`src/rtl/dmem_pkg.sv`:
```
// Shared definitions for the data-memory access path: opcodes, FSM states, opcode helpers.
// Latency: n/a (package).
// Backpressure: n/a (package).
package dmem_pkg;

    localparam logic [5:0] OP_SB  = 6'b101000;
    localparam logic [5:0] OP_SH  = 6'b101001;
    localparam logic [5:0] OP_SW  = 6'b101010;
    localparam logic [5:0] OP_LB  = 6'b100000;
    localparam logic [5:0] OP_LH  = 6'b100001;
    localparam logic [5:0] OP_LW  = 6'b100010;
    localparam logic [5:0] OP_LBU = 6'b100100;
    localparam logic [5:0] OP_LHU = 6'b100101;

    typedef enum logic [2:0] {
        IDLE,
        WRITE,
        RD_REQ,
        RD_DATA,
        RESP
    } state_t;

    function automatic logic is_store(input logic [5:0] op);
        return (op == OP_SB) || (op == OP_SH) || (op == OP_SW);
    endfunction

    function automatic logic is_load(input logic [5:0] op);
        return (op == OP_LB) || (op == OP_LH) || (op == OP_LW) ||
               (op == OP_LBU) || (op == OP_LHU);
    endfunction

    // Halfword ops need an even address, word ops a word-aligned one; bytes never trap.
    function automatic logic is_misaligned(input logic [5:0] op, input logic [1:0] lo);
        logic half_op;
        logic word_op;
        half_op = (op == OP_SH) || (op == OP_LH) || (op == OP_LHU);
        word_op = (op == OP_SW) || (op == OP_LW);
        return (half_op && lo[0]) || (word_op && (lo != 2'b00));
    endfunction

endpackage

```
`src/rtl/dmem_load_align.sv`:
```
// Load-data lane extraction and sign/zero extension of a 32-bit SRAM word.
// Latency: combinational.
// Backpressure: none.
// Ports: rdata (raw SRAM word), addr (byte offset in word), opcode (load op), data (aligned result).
module dmem_load_align
    import dmem_pkg::*;
(
    input  logic [31:0] rdata,
    input  logic [1:0]  addr,
    input  logic [5:0]  opcode,
    output logic [31:0] data
);

    logic [7:0]  byte_sel;
    logic [15:0] half_sel;

    always_comb begin
        byte_sel = rdata[7:0];
        case (addr)
            2'd0: byte_sel = rdata[7:0];
            2'd1: byte_sel = rdata[15:8];
            2'd2: byte_sel = rdata[23:16];
            2'd3: byte_sel = rdata[31:24];
            default: byte_sel = rdata[7:0];
        endcase
        half_sel = addr[1] ? rdata[31:16] : rdata[15:0];

        data = rdata;
        case (opcode)
            OP_LB:   data = {{24{byte_sel[7]}}, byte_sel};
            OP_LBU:  data = {24'h0, byte_sel};
            OP_LH:   data = {{16{half_sel[15]}}, half_sel};
            OP_LHU:  data = {16'h0, half_sel};
            default: data = rdata;
        endcase
    end

endmodule

```
`src/rtl/dmem_access_ctrl.sv`:
```
// Data-memory access controller: one load/store at a time against a synchronous SRAM.
// Latency: store done_o at T+1 (ready T+2); load rd_valid_o at T+3 (ready T+4); trap err_o at T+1.
// Backpressure: req_ready_o high only while idle; requests offered while busy are held off.
// Ports: req_valid_i/req_ready_o handshake with instr_opcode_i, addr_i, w_data_i, we_i;
//        mem_en_o/mem_we_o/mem_addr_o/mem_wdata_o SRAM request, mem_rdata_i one cycle later;
//        rd_data_o/rd_valid_o load result, done_o store pulse, err_o misalignment pulse.
// Build option: DMEM_MISALIGN_TRAP_EN compiles in misaligned-access trapping.
module dmem_access_ctrl
    import dmem_pkg::*;
#(
    parameter int ADDR_W = 32
) (
    input  logic              clk_i,
    input  logic              rst_i,
    input  logic              req_valid_i,
    output logic              req_ready_o,
    input  logic [5:0]        instr_opcode_i,
    input  logic [ADDR_W-1:0] addr_i,
    input  logic [31:0]       w_data_i,
    input  logic [3:0]        we_i,
    output logic              mem_en_o,
    output logic [3:0]        mem_we_o,
    output logic [ADDR_W-3:0] mem_addr_o,
    output logic [31:0]       mem_wdata_o,
    input  logic [31:0]       mem_rdata_i,
    output logic [31:0]       rd_data_o,
    output logic              rd_valid_o,
    output logic              done_o,
    output logic              err_o
);

    state_t            state_q, state_d;
    logic [5:0]        op_q;
    logic [ADDR_W-1:0] addr_q;
    logic [31:0]       wdata_q;
    logic [3:0]        we_q;
    logic [31:0]       rd_data_q;
    logic [31:0]       load_data;
    logic              accept;
    logic              trap_hit;

`ifdef DMEM_MISALIGN_TRAP_EN
    // err_q marks the T+1 trap cycle; holding ready low there keeps the next accept at T+2.
    logic err_q;
    assign trap_hit    = is_misaligned(instr_opcode_i, addr_i[1:0]);
    assign req_ready_o = (state_q == IDLE) && !err_q;
    assign err_o       = err_q && !rst_i;
`else
    assign trap_hit    = 1'b0;
    assign req_ready_o = (state_q == IDLE);
    assign err_o       = 1'b0;
`endif

    assign accept    = req_valid_i && req_ready_o;
    assign rd_data_o = rd_data_q;

    dmem_load_align u_load_align (
        .rdata  (mem_rdata_i),
        .addr   (addr_q[1:0]),
        .opcode (op_q),
        .data   (load_data)
    );

    always_ff @(posedge clk_i) begin
        if (rst_i) begin
            state_q   <= IDLE;
            op_q      <= '0;
            addr_q    <= '0;
            wdata_q   <= '0;
            we_q      <= '0;
            rd_data_q <= '0;
`ifdef DMEM_MISALIGN_TRAP_EN
            err_q     <= 1'b0;
`endif
        end else begin
            state_q <= state_d;
            if (accept) begin
                op_q    <= instr_opcode_i;
                addr_q  <= addr_i;
                wdata_q <= w_data_i;
                we_q    <= we_i;
            end
            if (state_q == RD_DATA) begin
                rd_data_q <= load_data;
            end
`ifdef DMEM_MISALIGN_TRAP_EN
            err_q <= accept && trap_hit;
`endif
        end
    end

    always_comb begin
        state_d     = state_q;
        mem_en_o    = 1'b0;
        mem_we_o    = 4'b0000;
        mem_addr_o  = '0;
        mem_wdata_o = '0;
        done_o      = 1'b0;
        rd_valid_o  = 1'b0;

        case (state_q)
            IDLE: begin
                // Unknown opcodes are accepted and dropped without leaving IDLE.
                if (accept && !trap_hit) begin
                    if (is_store(instr_opcode_i)) begin
                        state_d = WRITE;
                    end else if (is_load(instr_opcode_i)) begin
                        state_d = RD_REQ;
                    end
                end
            end
            WRITE: begin
                mem_en_o    = 1'b1;
                mem_we_o    = we_q;
                mem_addr_o  = addr_q[ADDR_W-1:2];
                mem_wdata_o = wdata_q;
                done_o      = 1'b1;
                state_d     = IDLE;
            end
            RD_REQ: begin
                mem_en_o   = 1'b1;
                mem_addr_o = addr_q[ADDR_W-1:2];
                state_d    = RD_DATA;
            end
            RD_DATA: begin
                state_d = RESP;
            end
            RESP: begin
                rd_valid_o = 1'b1;
                state_d    = IDLE;
            end
            default: begin
                state_d = IDLE;
            end
        endcase

        // A reset abandons the in-flight op: no SRAM write or completion pulse on the reset edge.
        if (rst_i) begin
            mem_en_o   = 1'b0;
            mem_we_o   = 4'b0000;
            done_o     = 1'b0;
            rd_valid_o = 1'b0;
        end
    end

endmodule

```
`config.mk`:
```
export PLATFORM = sky130hd
export DESIGN_NAME = dmem_access_ctrl
export DESIGN_NICKNAME = d
export VERILOG_FILES = /design/src/rtl/dmem_pkg.sv /design/src/rtl/dmem_load_align.sv /design/src/rtl/dmem_access_ctrl.sv
export SDC_FILE = /design/constraint.sdc
export NUM_CORES = 1
export LEC_CHECK = 0
export BUFFER_PORTS_ARGS = -buffer_cell sky130_fd_sc_hd__clkbuf_2
export CORE_MARGIN = 3
export CORE_UTILIZATION = 30
export CTS_BUF_LIST = sky130_fd_sc_hd__clkbuf_8
export DETAILED_ROUTE_END_ITERATION = 8
export GPL_ROUTABILITY_DRIVEN = 0
export GPL_TIMING_DRIVEN = 0
export SETUP_SLACK_MARGIN = 0.5
export SYNTH_ARGS = -nofsm -noshare
export SYNTH_HDL_FRONTEND = slang
export SYNTH_SLANG_ARGS = --single-unit
```
`constraint.sdc`:
```
create_clock -name clk_i -period 1.79 [get_ports clk_i]
set_clock_uncertainty 0.15 [all_clocks]
set_input_delay 0.2685 -clock clk_i [delete_from_list [all_inputs] [get_ports clk_i]]
set_output_delay 0.2685 -clock clk_i [all_outputs]
set_load 0.02 [all_outputs]
```
==> impl_metrics.env <==
export IMPL_status="finished, violations left"
export IMPL_violations="negative setup slack"
export IMPL_finalCritPeriodShare=1.170
export IMPL_crit_required_ps=1370
export IMPL_synth_seq_area_share=0.4299
export IMPL_hold_viol=0
export IMPL_synth_top_cell_area_share=0.4299
export IMPL_final_common_cell="nand2_1"
export IMPL_drive_gt1_frac=0.5864
export IMPL_post_layout_nonfiller_instances=1236
export IMPL_grt_overflow=0
export IMPL_fin_nets=1122
export IMPL_grt_pass1_vias=6120
export IMPL_seq_area_mm2=0.002233
export IMPL_syn_inst=643
export IMPL_start_kind="flip-flop"
export IMPL_initial_core_util=0.3128
export IMPL_clockRootBuffer="clkbuf_8"
export IMPL_final_min_clock_period_ps=2094
export IMPL_dpl_cell_area_mm2=0.006830
export IMPL_yosys_area_top_type="dfxtp_1"
export IMPL_fillers=1282
export IMPL_multi_input_area_mm2=0.003418
export IMPL_cts_htree_levels=3
export IMPL_cts_buffers=9
export IMPL_drtIter0Drc=258
export IMPL_ys_warn_count=0
export IMPL_relSlewSlack=0.4236
export IMPL_synth_fp_nets=752
export IMPL_setup_violations=171
export IMPL_max_freq_ghz=0.4775
export IMPL_routed_wl_um=21780
export IMPL_max_cap_viol_count=0
export IMPL_grt_pass1_wl_um=31970
export IMPL_arrival_ps=1680
export IMPL_crit_path_max_fanout=5
export IMPL_ioPinCount=212
export IMPL_max_vdd_ir_drop_v=0.0003883
export IMPL_drc_errors=0
export IMPL_via_count=6046
export IMPL_placedCellCount=1069
export IMPL_postSynthAreaPerCell_um2=7.894
export IMPL_grt_antenna_before_repair=1
export IMPL_drv_slew=0
export IMPL_cts_sinks=109
export IMPL_grt_max_degree=19
export IMPL_crit_type="reg2out"
export IMPL_ys_ff_latch=109
export IMPL_ys_top_cells_by_area="dfxtp_1 43%, nand2_1 14%, and2_1 8.3%"
export IMPL_final_cell_mix="145 x nand2_1, 112 x clkbuf_2, 93 x buf_8, 86 x dlygate4sd3_1, 72 x dfxtp_1"
export IMPL_grtUsageTotal=0.2199
export IMPL_fp_row_count=46
export IMPL_utilization=0.6498
export IMPL_cts_tree="built"
export IMPL_worst_setup_path_end_kind="output port"
export IMPL_rsz0062_at_grt="yes"
export IMPL_clockBufferDepth=2
export IMPL_die_area_mm2=0.01852
export IMPL_insertion_delay_ps=390
export IMPL_tightest_slew_ps=864.6
export IMPL_leakage_nw=4.401
export IMPL_ys_types=36
export IMPL_p_per_area_mw_per_mm2=539.3
export IMPL_hpwl_um=12260
export IMPL_drt_pass1_iter_count=4
export IMPL_hold_class="in2reg"
export IMPL_drt_antenna_violating_nets=0
export IMPL_wl_per_cell_um=17.62
export IMPL_clkSlewWorstSetupHoldPaths_ps=110
export IMPL_dieHeight_um=136.1
export IMPL_io_buffers=210
export IMPL_design_area_mm2=0.01055
export IMPL_die_w_um=136.1
export IMPL_timing_final_ws_setup_ps=-304.3
export IMPL_netlist_area_mm2=0.005076
export IMPL_area_growth_pct=107.8
export IMPL_whs_ps=35.84
export IMPL_avgViaCountPerCell=4.892
export IMPL_core_mm2=0.01623
[sequential cells by signal, summed over array words and instances (netlist names)]
register	flops
op_q	6
state_q	3
addr_q	32
wdata_q	32
we_q	4
rd_data_o	32
[Yosys cell counts]
cell type and count:
nor2b_1 2, nand2_1 184, clkbuf_1 31, a21boi_0 1
buf_1 2, and2_1 67, nor4b_1 1, nor3b_1 1
nand4b_1 1, buf_4 1, o22ai_2 8, a221oi_1 1
buf_6 4, a41oi_1 1, o21a_1 1, inv_1 16
a22oi_1 15, or4b_1 1, dfxtp_1 109, nor3b_2 1
a211oi_1 22, buf_2 16, mux4_2 7, a31oi_4 1
nor2_1 36, nor2_4 2, o22ai_1 7, a211oi_2 10
nor4_1 1, o21ai_0 2, conb_1 1, nor3_1 3
a21oi_1 82, mux2i_1 3, xnor2_1 1, nand3b_1 1
[worst paths after layout]
kind / cells past startpoint / startpoint / slack (ps) / endpoint
max: 6 / state_q[1] / -300 / mem_we_o[0]
min: 3 / mem_rdata_i[22] / 40 / rd_data_o[22]
max reg2reg: 11 / state_q[1] / -200 / wdata_q[24]
min reg2reg: 2 / wdata_q[2] / 310 / wdata_q[2]
[per-layer routing]
metal	vias to the layer above	wire length, um	GRT usage
li1	2886	-	-
met4	0	811	0.1013
met3	57	1299	0.04996
met1	2868	8595	0.2626
met5	-	0	0
met2	235	11080	0.3751
[worst max-delay path: stages, from the launching register on]
cell	delay (ps)
dfxtp_2	330
buf_6	130
nor3b_4	190
buf_6	150
nor2b_4	200
and2_4	180
buf_8	110
[area by class of cell]
cell class,instances,share of cell area
Antenna cell,2,0.0004746
Buffer,54,0.05540
Clock buffer,10,0.01305
Clock inverter,6,0.008661
Inverter,16,0.005695
Multi-Input combinational cell,464,0.3241
Sequential cell,109,0.2118
Tap cell,216,0.02563
Timing Repair Buffer,359,0.3552
[repair_timing]
item | 4_1_cts | 5_1_grt
endpoints found under the hold margin | 85 | 1
resized for setup | 311 | 211
setup endpoints to repair | 209 | 211
hold buffers | 85 | 1
gates cloned | 16 | 1
buffers inserted | 29 | 17
pin swaps | 32 | 58
[metrics by stage]
step           total power [mW]  setup slack, ps  setup TNS [ps]
6_report                  5.688           -304.3          -30110
5_1_grt                   5.908           -378.7          -40430
3_3_place_gp              3.369           -262.2           -9514
4_1_cts                   5.543           -314.7          -28460
3_5_place_dp              3.376           -278.2          -11680
2_1_floorplan             3.093            69.97               0
[power by group]
| group | internal [mW] | total (mW) | switching [mW] |
|---|---|---|---|
| Clock | 0.838 | 1.75 | 0.912 |
| Sequential | 2.52 | 2.58 | 0.0565 |
| Combinational | 0.725 | 1.36 | 0.635 |
| Total | 4.08 | 5.69 | 1.60 |
[cell families (layout without fill, tap and decap cells)]
group,Yosys count,count (layout),share of synthesized area
DFF,109,109,0.4299
buffers and inverters,70,445,0.06236
muxes,10,10,0.03697
AOI/OAI and AO/OA,151,151,0.2011
other,1,3,0.0007388
and+or+nand+nor,301,301,0.2672
xor gates and xnor gates,1,1,0.001726
Note: power is estimated with default switching activity, not from simulation.
